## src/rtl/mem_stage_if.sv

```systemverilog
// Handshake and data buses around the MEM stage: EXE->MEM, MEM->WB, SRAM read data
// and the MEM forward/block bus. "slave" is the MEM stage side, "master" is its environment.
interface mem_stage_if #(
  parameter int ES_TO_MS_BUS_WD   = 78,
  parameter int MS_TO_WS_BUS_WD   = 73,
  parameter int MS_FWD_BLK_BUS_WD = 42
);
  logic                         ws_allowin;
  logic                         ms_allowin;
  logic                         es_to_ms_valid;
  logic [ES_TO_MS_BUS_WD-1:0]   es_to_ms_bus;
  logic                         ms_to_ws_valid;
  logic [MS_TO_WS_BUS_WD-1:0]   ms_to_ws_bus;
  logic [31:0]                  data_sram_rdata;
  logic [MS_FWD_BLK_BUS_WD-1:0] ms_fwd_blk_bus;

  modport master (
    output ws_allowin,
    output es_to_ms_valid,
    output es_to_ms_bus,
    output data_sram_rdata,
    input  ms_allowin,
    input  ms_to_ws_valid,
    input  ms_to_ws_bus,
    input  ms_fwd_blk_bus
  );

  modport slave (
    input  ws_allowin,
    input  es_to_ms_valid,
    input  es_to_ms_bus,
    input  data_sram_rdata,
    output ms_allowin,
    output ms_to_ws_valid,
    output ms_to_ws_bus,
    output ms_fwd_blk_bus
  );
endinterface

```

## src/rtl/mem_stage.sv

```systemverilog
// MEM pipeline stage: holds one instruction, buffers the one-cycle-valid SRAM read word
// so stalls cannot corrupt it, aligns/extends load data and publishes a forward bus.
module mem_stage (
  input  logic        clk,
  input  logic        resetn,
  mem_stage_if.slave  bus_if
);

  typedef struct packed {
    logic        lb;
    logic        lbu;
    logic        lh;
    logic        lhu;
    logic        lw;
    logic        lwl;
    logic        lwr;
    logic        res_from_mem;
    logic        gr_we;
    logic [4:0]  dest;
    logic [31:0] exe_result;
    logic [31:0] pc;
  } es_bus_t;

  logic        ms_valid_q, ms_valid_d;
  es_bus_t     bus_q, bus_d;
  logic        rbuf_valid_q, rbuf_valid_d;
  logic [31:0] rbuf_q, rbuf_d;

  logic        ms_ready_go;
  logic        ms_allowin;
  logic        enter;
  logic        leave;
  logic        first;
  logic [31:0] ld_word;
  logic [1:0]  addr_lo;
  logic [7:0]  ld_byte;
  logic [15:0] ld_half;
  logic [31:0] final_result;
  logic [3:0]  rf_we;

  // Handshake and read-buffer next state.
  // NOTE: always_comb gives every variable a default before any branch so no latch is inferred.
  always_comb begin
    ms_ready_go  = 1'b1;
    ms_allowin   = !ms_valid_q || (ms_ready_go && bus_if.ws_allowin);
    enter        = bus_if.es_to_ms_valid && ms_allowin;
    leave        = ms_valid_q && bus_if.ws_allowin;
    first        = ms_valid_q && !rbuf_valid_q;

    ms_valid_d   = ms_allowin ? bus_if.es_to_ms_valid : ms_valid_q;
    bus_d        = enter ? es_bus_t'(bus_if.es_to_ms_bus) : bus_q;

    rbuf_valid_d = rbuf_valid_q;
    rbuf_d       = rbuf_q;
    if (leave || enter) begin
      rbuf_valid_d = 1'b0;
    end else if (first) begin
      rbuf_valid_d = 1'b1;
      rbuf_d       = bus_if.data_sram_rdata;
    end
  end

  // NOTE: sequential state uses non-blocking assignments only; blocking here would race other flops.
  always_ff @(posedge clk) begin
    if (!resetn) begin
      ms_valid_q   <= 1'b0;
      rbuf_valid_q <= 1'b0;
    end else begin
      ms_valid_q   <= ms_valid_d;
      rbuf_valid_q <= rbuf_valid_d;
    end
  end

  // NOTE: payload registers are qualified by their valid bits, so they carry no reset.
  always_ff @(posedge clk) begin
    bus_q  <= bus_d;
    rbuf_q <= rbuf_d;
  end

  // Load data selection and alignment.
  always_comb begin
    ld_word = rbuf_valid_q ? rbuf_q : bus_if.data_sram_rdata;
    addr_lo = bus_q.exe_result[1:0];

    unique case (addr_lo)
      2'd0:    ld_byte = ld_word[7:0];
      2'd1:    ld_byte = ld_word[15:8];
      2'd2:    ld_byte = ld_word[23:16];
      default: ld_byte = ld_word[31:24];
    endcase
    ld_half = addr_lo[1] ? ld_word[31:16] : ld_word[15:0];

    final_result = bus_q.exe_result;
    rf_we        = 4'b1111;
    if (bus_q.res_from_mem) begin
      final_result = ld_word;
      if (bus_q.lb) begin
        final_result = {{24{ld_byte[7]}}, ld_byte};
      end else if (bus_q.lbu) begin
        final_result = {24'd0, ld_byte};
      end else if (bus_q.lh) begin
        final_result = {{16{ld_half[15]}}, ld_half};
      end else if (bus_q.lhu) begin
        final_result = {16'd0, ld_half};
      end else if (bus_q.lwl) begin
        unique case (addr_lo)
          2'd0:    begin final_result = {ld_word[7:0],  24'd0}; rf_we = 4'b1000; end
          2'd1:    begin final_result = {ld_word[15:0], 16'd0}; rf_we = 4'b1100; end
          2'd2:    begin final_result = {ld_word[23:0],  8'd0}; rf_we = 4'b1110; end
          default: begin final_result = ld_word;                rf_we = 4'b1111; end
        endcase
      end else if (bus_q.lwr) begin
        unique case (addr_lo)
          2'd0:    begin final_result = ld_word;                 rf_we = 4'b1111; end
          2'd1:    begin final_result = {8'd0,  ld_word[31:8]};  rf_we = 4'b0111; end
          2'd2:    begin final_result = {16'd0, ld_word[31:16]}; rf_we = 4'b0011; end
          default: begin final_result = {24'd0, ld_word[31:24]}; rf_we = 4'b0001; end
        endcase
      end
    end

    // An empty slot or a non-writing instruction must never strobe the register file.
    if (!bus_q.gr_we || !ms_valid_q) begin
      rf_we = 4'b0000;
    end
  end

  assign bus_if.ms_allowin     = ms_allowin;
  assign bus_if.ms_to_ws_valid = ms_valid_q && ms_ready_go;
  assign bus_if.ms_to_ws_bus   = {rf_we, bus_q.dest, final_result, bus_q.pc};
  // Load data is fully resolved in MEM, so ID never has to block on it.
  assign bus_if.ms_fwd_blk_bus = {{4{ms_valid_q}} & rf_we, bus_q.dest, final_result, 1'b0};

endmodule

```

## src/flat_wrapper.sv

```systemverilog
// flat-port wrapper written by rule: the top's interface ports become plain ports
module mem_stage_flat 
  (clk, resetn, bus_if_ws_allowin, bus_if_es_to_ms_valid, bus_if_es_to_ms_bus, bus_if_data_sram_rdata, bus_if_ms_allowin, bus_if_ms_to_ws_valid, bus_if_ms_to_ws_bus, bus_if_ms_fwd_blk_bus);
  mem_stage_if bus_if_i ();
  input  logic clk;
  input  logic resetn;
  input wire logic [$bits(bus_if_i.ws_allowin)-1:0] bus_if_ws_allowin;
  input wire logic [$bits(bus_if_i.es_to_ms_valid)-1:0] bus_if_es_to_ms_valid;
  input wire logic [$bits(bus_if_i.es_to_ms_bus)-1:0] bus_if_es_to_ms_bus;
  input wire logic [$bits(bus_if_i.data_sram_rdata)-1:0] bus_if_data_sram_rdata;
  output wire logic [$bits(bus_if_i.ms_allowin)-1:0] bus_if_ms_allowin;
  output wire logic [$bits(bus_if_i.ms_to_ws_valid)-1:0] bus_if_ms_to_ws_valid;
  output wire logic [$bits(bus_if_i.ms_to_ws_bus)-1:0] bus_if_ms_to_ws_bus;
  output wire logic [$bits(bus_if_i.ms_fwd_blk_bus)-1:0] bus_if_ms_fwd_blk_bus;
  assign bus_if_i.ws_allowin = bus_if_ws_allowin;
  assign bus_if_i.es_to_ms_valid = bus_if_es_to_ms_valid;
  assign bus_if_i.es_to_ms_bus = bus_if_es_to_ms_bus;
  assign bus_if_i.data_sram_rdata = bus_if_data_sram_rdata;
  assign bus_if_ms_allowin = bus_if_i.ms_allowin;
  assign bus_if_ms_to_ws_valid = bus_if_i.ms_to_ws_valid;
  assign bus_if_ms_to_ws_bus = bus_if_i.ms_to_ws_bus;
  assign bus_if_ms_fwd_blk_bus = bus_if_i.ms_fwd_blk_bus;
  mem_stage u_core (.clk(clk), .resetn(resetn), .bus_if(bus_if_i));
endmodule
```

## config.mk

```make
export PLATFORM = sky130hd
export DESIGN_NAME = mem_stage_flat
export DESIGN_NICKNAME = d
export VERILOG_FILES = /design/src/rtl/mem_stage_if.sv /design/src/rtl/mem_stage.sv /design/src/flat_wrapper.sv
export SDC_FILE = /design/constraint.sdc
export NUM_CORES = 1
export LEC_CHECK = 0
export CAP_MARGIN = 15
export CORE_UTILIZATION = 46
export DETAILED_ROUTE_END_ITERATION = 12
export GPL_TIMING_DRIVEN = 0
export HOLD_SLACK_MARGIN = 0.05
export PLACE_DENSITY = 0.83
export SLEW_MARGIN = 20
export SYNTH_ARGS = -nofsm -noshare
export SYNTH_HDL_FRONTEND = slang
export SYNTH_SLANG_ARGS = --single-unit
```

## constraint.sdc

```tcl
create_clock -name clk -period 3.6 [get_ports clk]
set_input_delay 0.54 -clock clk [delete_from_list [all_inputs] [get_ports clk]]
set_output_delay 0.54 -clock clk [all_outputs]
set_load 0.005 [all_outputs]
```

=== After elaboration in Yosys (flattened, before gate mapping) ===
Index checks and enable logic that the tools add are counted.

* Add/subtract/negate cells: 0
* $mul: 0
* Divide/modulo/power cells: 0
* Order comparisons: 0
* Equal/unequal tests: 2
* Shifts and indexed selects: 0
* Multiplexer cells: 22
* Bitwise operators: 3
* Reduce and logical (&&, ||, !) cells: 12

{| class="wikitable"
|+ Operator list
! operator !! count
|-
| $mux 32 || 8
|-
| $pmux 32 s3 || 2
|-
| $mux 4 || 8
|-
| $pmux 8 s3 || 1
|-
| $mux 16 || 1
|-
| $pmux 4 s3 || 1
|-
| $pmux 3 s3 || 1
|-
| $and 4x4->4 || 1
|-
| $logic_and 1x1->1 || 3
|-
| $logic_not 1->1 || 3
|-
| $logic_or 1x1->1 || 3
|-
| $eq 2x1->1 const B || 1
|-
| $eq 2x2->1 const B || 1
|-
| $logic_not 2->1 || 1
|-
| $not 1->1 || 2
|-
| $reduce_and 2->1 || 1
|-
| $reduce_or 2->1 || 1
|}

* Register bits: 111
* Bits in latches: 0
* Memory bits (writable): 0
* Memory bits (read-only): 0
* Input bits: 114
* Output and inout port bits: 117
* Logic and storage cells: 53
* Memories: 0

=== Longest topological paths before layout ===
* Depth in word-level cells: 11
* Mapped depth: 10
* Mapped depth without buffers: 5

=== Worst setup path after synthesis ===
No wires, ideal clock.

* Path type: input to register
* Start point: in bus_if_ws_allowin
* End point: reg u_core.bus_q, in the netlist u_core.addr_lo[0], enable pin
* Setup time: 0.444 ns
* Arrival time: 2.541 ns
* Slack: 0.615 ns
* Stages on the path: 2
* Buffers on the path: 0
* Cells stage by stage: nand2b_1 and2_1

* Longest elaborated chain between the ends: 2

{| class="wikitable"
|+ Ends and longest elaborated chain
! what !! RTL line !! RTL
|-
| from (decl) || flat_wrapper.sv:7 || <nowiki>input wire logic [$bits(bus_if_i.ws_allowin)-1:0] bus_if_ws_allowin;</nowiki>
|-
| $logic_or 1x1->1 || mem_stage.sv:45 || <nowiki>ms_allowin = !ms_valid_q || (ms_ready_go && bus_if.ws_allowin);</nowiki>
|-
| $logic_and 1x1->1 || mem_stage.sv:46 || <nowiki>enter = bus_if.es_to_ms_valid && ms_allowin;</nowiki>
|-
| named net u_core.enter || mem_stage.sv:31 || <nowiki>logic enter;</nowiki>
|-
| to (signal assigned) || mem_stage.sv:76 || <nowiki>bus_q <= bus_d;</nowiki>
|-
| to (decl) || mem_stage.sv:25 || <nowiki>es_bus_t bus_q, bus_d;</nowiki>
|}

The timed path passes the listed nets, and every way through them passes these cells.
A chain may end at the register's enable or synchronous reset.

=== Worst setup path after layout ===
* Start point: reg u_core.bus_q[72] in the netlist's numbering
* End point: out bus_if_ms_to_ws_bus[55]

* Longest elaborated chain between the ends: 6

{| class="wikitable"
|+ Ends and longest elaborated chain
! what !! RTL line !! RTL
|-
| $mux 32 || mem_stage.sv:105 || <nowiki>end else if (bus_q.lwl) begin</nowiki>
|-
| $mux 32 || mem_stage.sv:103 || <nowiki>end else if (bus_q.lhu) begin</nowiki>
|-
| $mux 32 || mem_stage.sv:101 || <nowiki>end else if (bus_q.lh) begin</nowiki>
|-
| $mux 32 || mem_stage.sv:99 || <nowiki>end else if (bus_q.lbu) begin</nowiki>
|-
| $mux 32 || mem_stage.sv:97 || <nowiki>if (bus_q.lb) begin</nowiki>
|-
| $mux 32 || mem_stage.sv:95 || <nowiki>if (bus_q.res_from_mem) begin</nowiki>
|-
| to (decl) || flat_wrapper.sv:13 || <nowiki>output wire logic [$bits(bus_if_i.ms_to_ws_bus)-1:0] bus_if_ms_to_ws_bus;</nowiki>
|}

Every way passes these cells.

==> impl_metrics.toml <==
[clock_tree]
cts-root-buf = "clkbuf_16"
cts_buffers = 9
insertion_delay_ps = 360
cts_buffer_depth = 2
clkTransAtPathRegs_ps = 70
cts_tree = "built"
h-tree-depth = 3
clock_sinks = 111
hold_buffers = 0

[flow_run]
maxCapViolCount = 0

[finish]
fin_nets = 911
insertedDiodeCount = 0
drive_gt1_share_pct = 25.81
fill_cells = 968
area_delta_synth_final_pct = 49.20
stdcell_count = 982
fin_util_pct = 70.19
stdcell_area_mm2 = 0.009706

[power]
powerDensity_mw_per_mm2 = 355.2
power.switching_w = 0.0009143
p_total_w = 0.003447
clkPwrFrac_pct = 27.9
internal-power_w = 0.002533
switching_share_pct = 26.52
seqPwrFrac_pct = 44.3
pwr-share-comb_pct = 27.8
peakVddDrop_mv = 0.2818
power_leakage_nw = 3.557

[yosys]
async_flop_share_pct = 0
yosys_warnings = 0
ys.flop_type = "edfxtp_1"
syn_avg_cell_area_um2 = 12.05
yosys.cell_types.count = 46
mappedNetlistArea_mm2 = 0.006505
synthCells = 540
ys_seq_area_share_pct = 50.93
synth-edff-count = 109
ys_ff_latch = 111
synth_nets = 654

[timing]
drv_slew = 0
fin_crit_sh_pct = 100.9
rsz0062_at_grt = "true"
hold_viol_final = 0
max_slew_margin_pct = 39.09
setup_viol = 2
skew_ps = 4.879
max_freq_mhz = 275.2
fin_crit_ps = 3634
setup_ws_ps = -33.89
tightest_slew_ps = 904.1

[place]
placed_area_mm2 = 0.009077
gp_congestion = 0.9228
pre_cts_slack_ps = -249.3
io_buffers = 228
dpl.hpwl_um = 16200
placedCellCount = 950

[floorplan]
die-area_mm2 = 0.01462
fp.dieW_um = 120.9
ios = 231
row_count = 43
coreArea_mm2 = 0.01383
die_y_um = 120.9
start_util_pct = 47.05

[setup_path]
critPathKind = "flop to output port"
cp.required_ps = 3060
critical_path_arrival_ps = 3090
startpoint_type = "flop"
endpoint_kind = "output port"
crit_fanout = 10

[outcome]
violations = "negative setup slack"
outcome = "finished, violations left"

[global_route]
grt_pass1_vias = 5689
grt_usage_pct = 28.83
antenna_found_initial = 0
grt_pass1_wl_um = 30990
grt_start_max_net_pins = 61
grt_overflow_total = 0

[route]
drtIter0Drc = 357
wl_um = 21060
top_layer = "met4"
wl_met2_um = 10840
dr.pass1.iters = 5
routed_via_density = 5.716
routedLengthMet1_um = 8126
avgRoutedWirePerCell_um = 21.44
ant_nets = 0
drc = 0
met3WireLength_um = 1501
vias = 5613

[worst_hold_path]
hold_class = "input pin to flop"
==> state kept, by name, indices dropped and copies added (netlist names) <==
name and cells:
u_core.bus_if.ms_fwd_blk_bus 5, u_core.bus_q 38, u_core.rbuf_q 32, u_core.bus_if.ms_to_ws_bus 32, u_core.rbuf_valid_q 1, u_core.addr_lo 2, u_core.bus_if.ms_to_ws_valid 1
==> synthesized netlist by cell type (7+ instances only) <==
library cell | count | area, µm²
o221ai_1 | 17 | 148.9
nand2b_1 | 10 | 62.56
a31oi_1 | 19 | 118.9
inv_1 | 9 | 33.78
nand2_1 | 33 | 123.9
o22a_1 | 16 | 140.1
clkbuf_1 | 16 | 60.06
buf_4 | 79 | 593.1
a221o_1 | 7 | 70.07
mux2_2 | 24 | 270.3
edfxtp_1 | 109 | 3273
a2bb2oi_1 | 9 | 78.83
a21oi_1 | 22 | 110.1
mux4_2 | 15 | 337.8
o21ai_0 | 8 | 40.04
buf_2 | 8 | 40.04
o211ai_1 | 9 | 67.56
mux2i_1 | 28 | 280.3
nor2_1 | 43 | 161.4
==> metrics by stage <==
stage	setup TNS [ps]	hold WS, ps
2_1_floorplan	0	559.6
3_3_place_gp	-48860	573.8
3_5_place_dp	-4507	616.4
4_1_cts	-14.43	580.3
5_1_grt	-589.6	580.3
6_report	-38.61	578.0
==> logic make-up (layout without fill, tap and decap cells) <==
kind of cell	Yosys count	in the layout	share of synthesized area (%)
buffers and inverters	119	381	12.06
muxes	70	70	14.70
DFF	111	111	50.93
and+or+nand+nor	108	108	7.348
other	1	1	0.05765
AOI/OAI and AO/OA	131	131	14.91
==> cell usage in the layout, fill, tap and decap left out, types with 8 or more instances in the layout <==
master,Yosys,layout
clkdlybuf4s50_1,0,223
edfxtp_1,109,109
buf_4,79,96
nor2_1,43,36
nand2_1,33,33
mux2_2,24,23
mux2i_1,28,20
a21oi_1,22,18
a31oi_1,19,18
o221ai_1,17,17
mux4_2,15,16
o22a_1,16,16
nand2b_1,10,10
clkbuf_16,0,10
clkbuf_1,16,9
o211ai_1,9,9
a2bb2oi_1,9,9
inv_1,9,8
==> final cells by class <==
type | count | area [µm²] | share of cell area, %
clock inverters | 7 | 58.81 | 0.6059
plain buffers | 108 | 800.8 | 8.251
inverters | 9 | 37.54 | 0.3867
clock buffers | 9 | 225.2 | 2.320
well taps | 180 | 225.2 | 2.320
repair buffers | 248 | 2480 | 25.55
multi-input cells | 310 | 2565 | 26.43
flip-flops and latches | 111 | 3313 | 34.14
==> power by group through the flow <==
stage | logic, W | clock network [W] | registers [W]
2_1_floorplan | 0.000415 | 0 | 0.00155
3_3_place_gp | 0.000874 | 0 | 0.00156
3_5_place_dp | 0.000897 | 0 | 0.00156
4_1_cts | 0.000931 | 0.000976 | 0.00153
5_1_grt | 0.00101 | 0.00102 | 0.00153
6_report | 0.000958 | 0.000962 | 0.00153
==> worst paths after layout <==
check / start / endpoint / slack, ps / cells after the start
worst min register to register: u_core.bus_if.ms_to_ws_valid / u_core.rbuf_valid_q / 620 / 3
worst max-delay path: u_core.bus_q[72] / bus_if_ms_to_ws_bus[55] / -30 / 8
worst max register to register: u_core.rbuf_valid_q / u_core.rbuf_q[3] / 1610 / 7
worst min-delay path: bus_if_data_sram_rdata[23] / u_core.rbuf_q[23] / 580 / 1
==> metal layers <==
layer	track usage (%)	vias to the layer above
li1	-	2531
met1	33.99	2720
met2	51.57	314
met3	5.968	48
met4	10.42	0
met5	0	-
==> worst max-delay path, stage by stage (launching register included) <==
cell and delay (ps):
edfxtp_1 440, clkbuf_2 370, clkinvlp_4 300, nor2_2 390, o211ai_1 200, a31oi_1 310
nor2_1 120, buf_4 150, clkdlybuf4s50_1 440
==> repair_timing <==
action,4_1_cts,5_1_grt
resized for setup,45,21
pin swaps,7,6
setup buffers,6,10
cloned,1,1
endpoints found under the setup margin,59,42
Power figures use the tool's default switching activity.
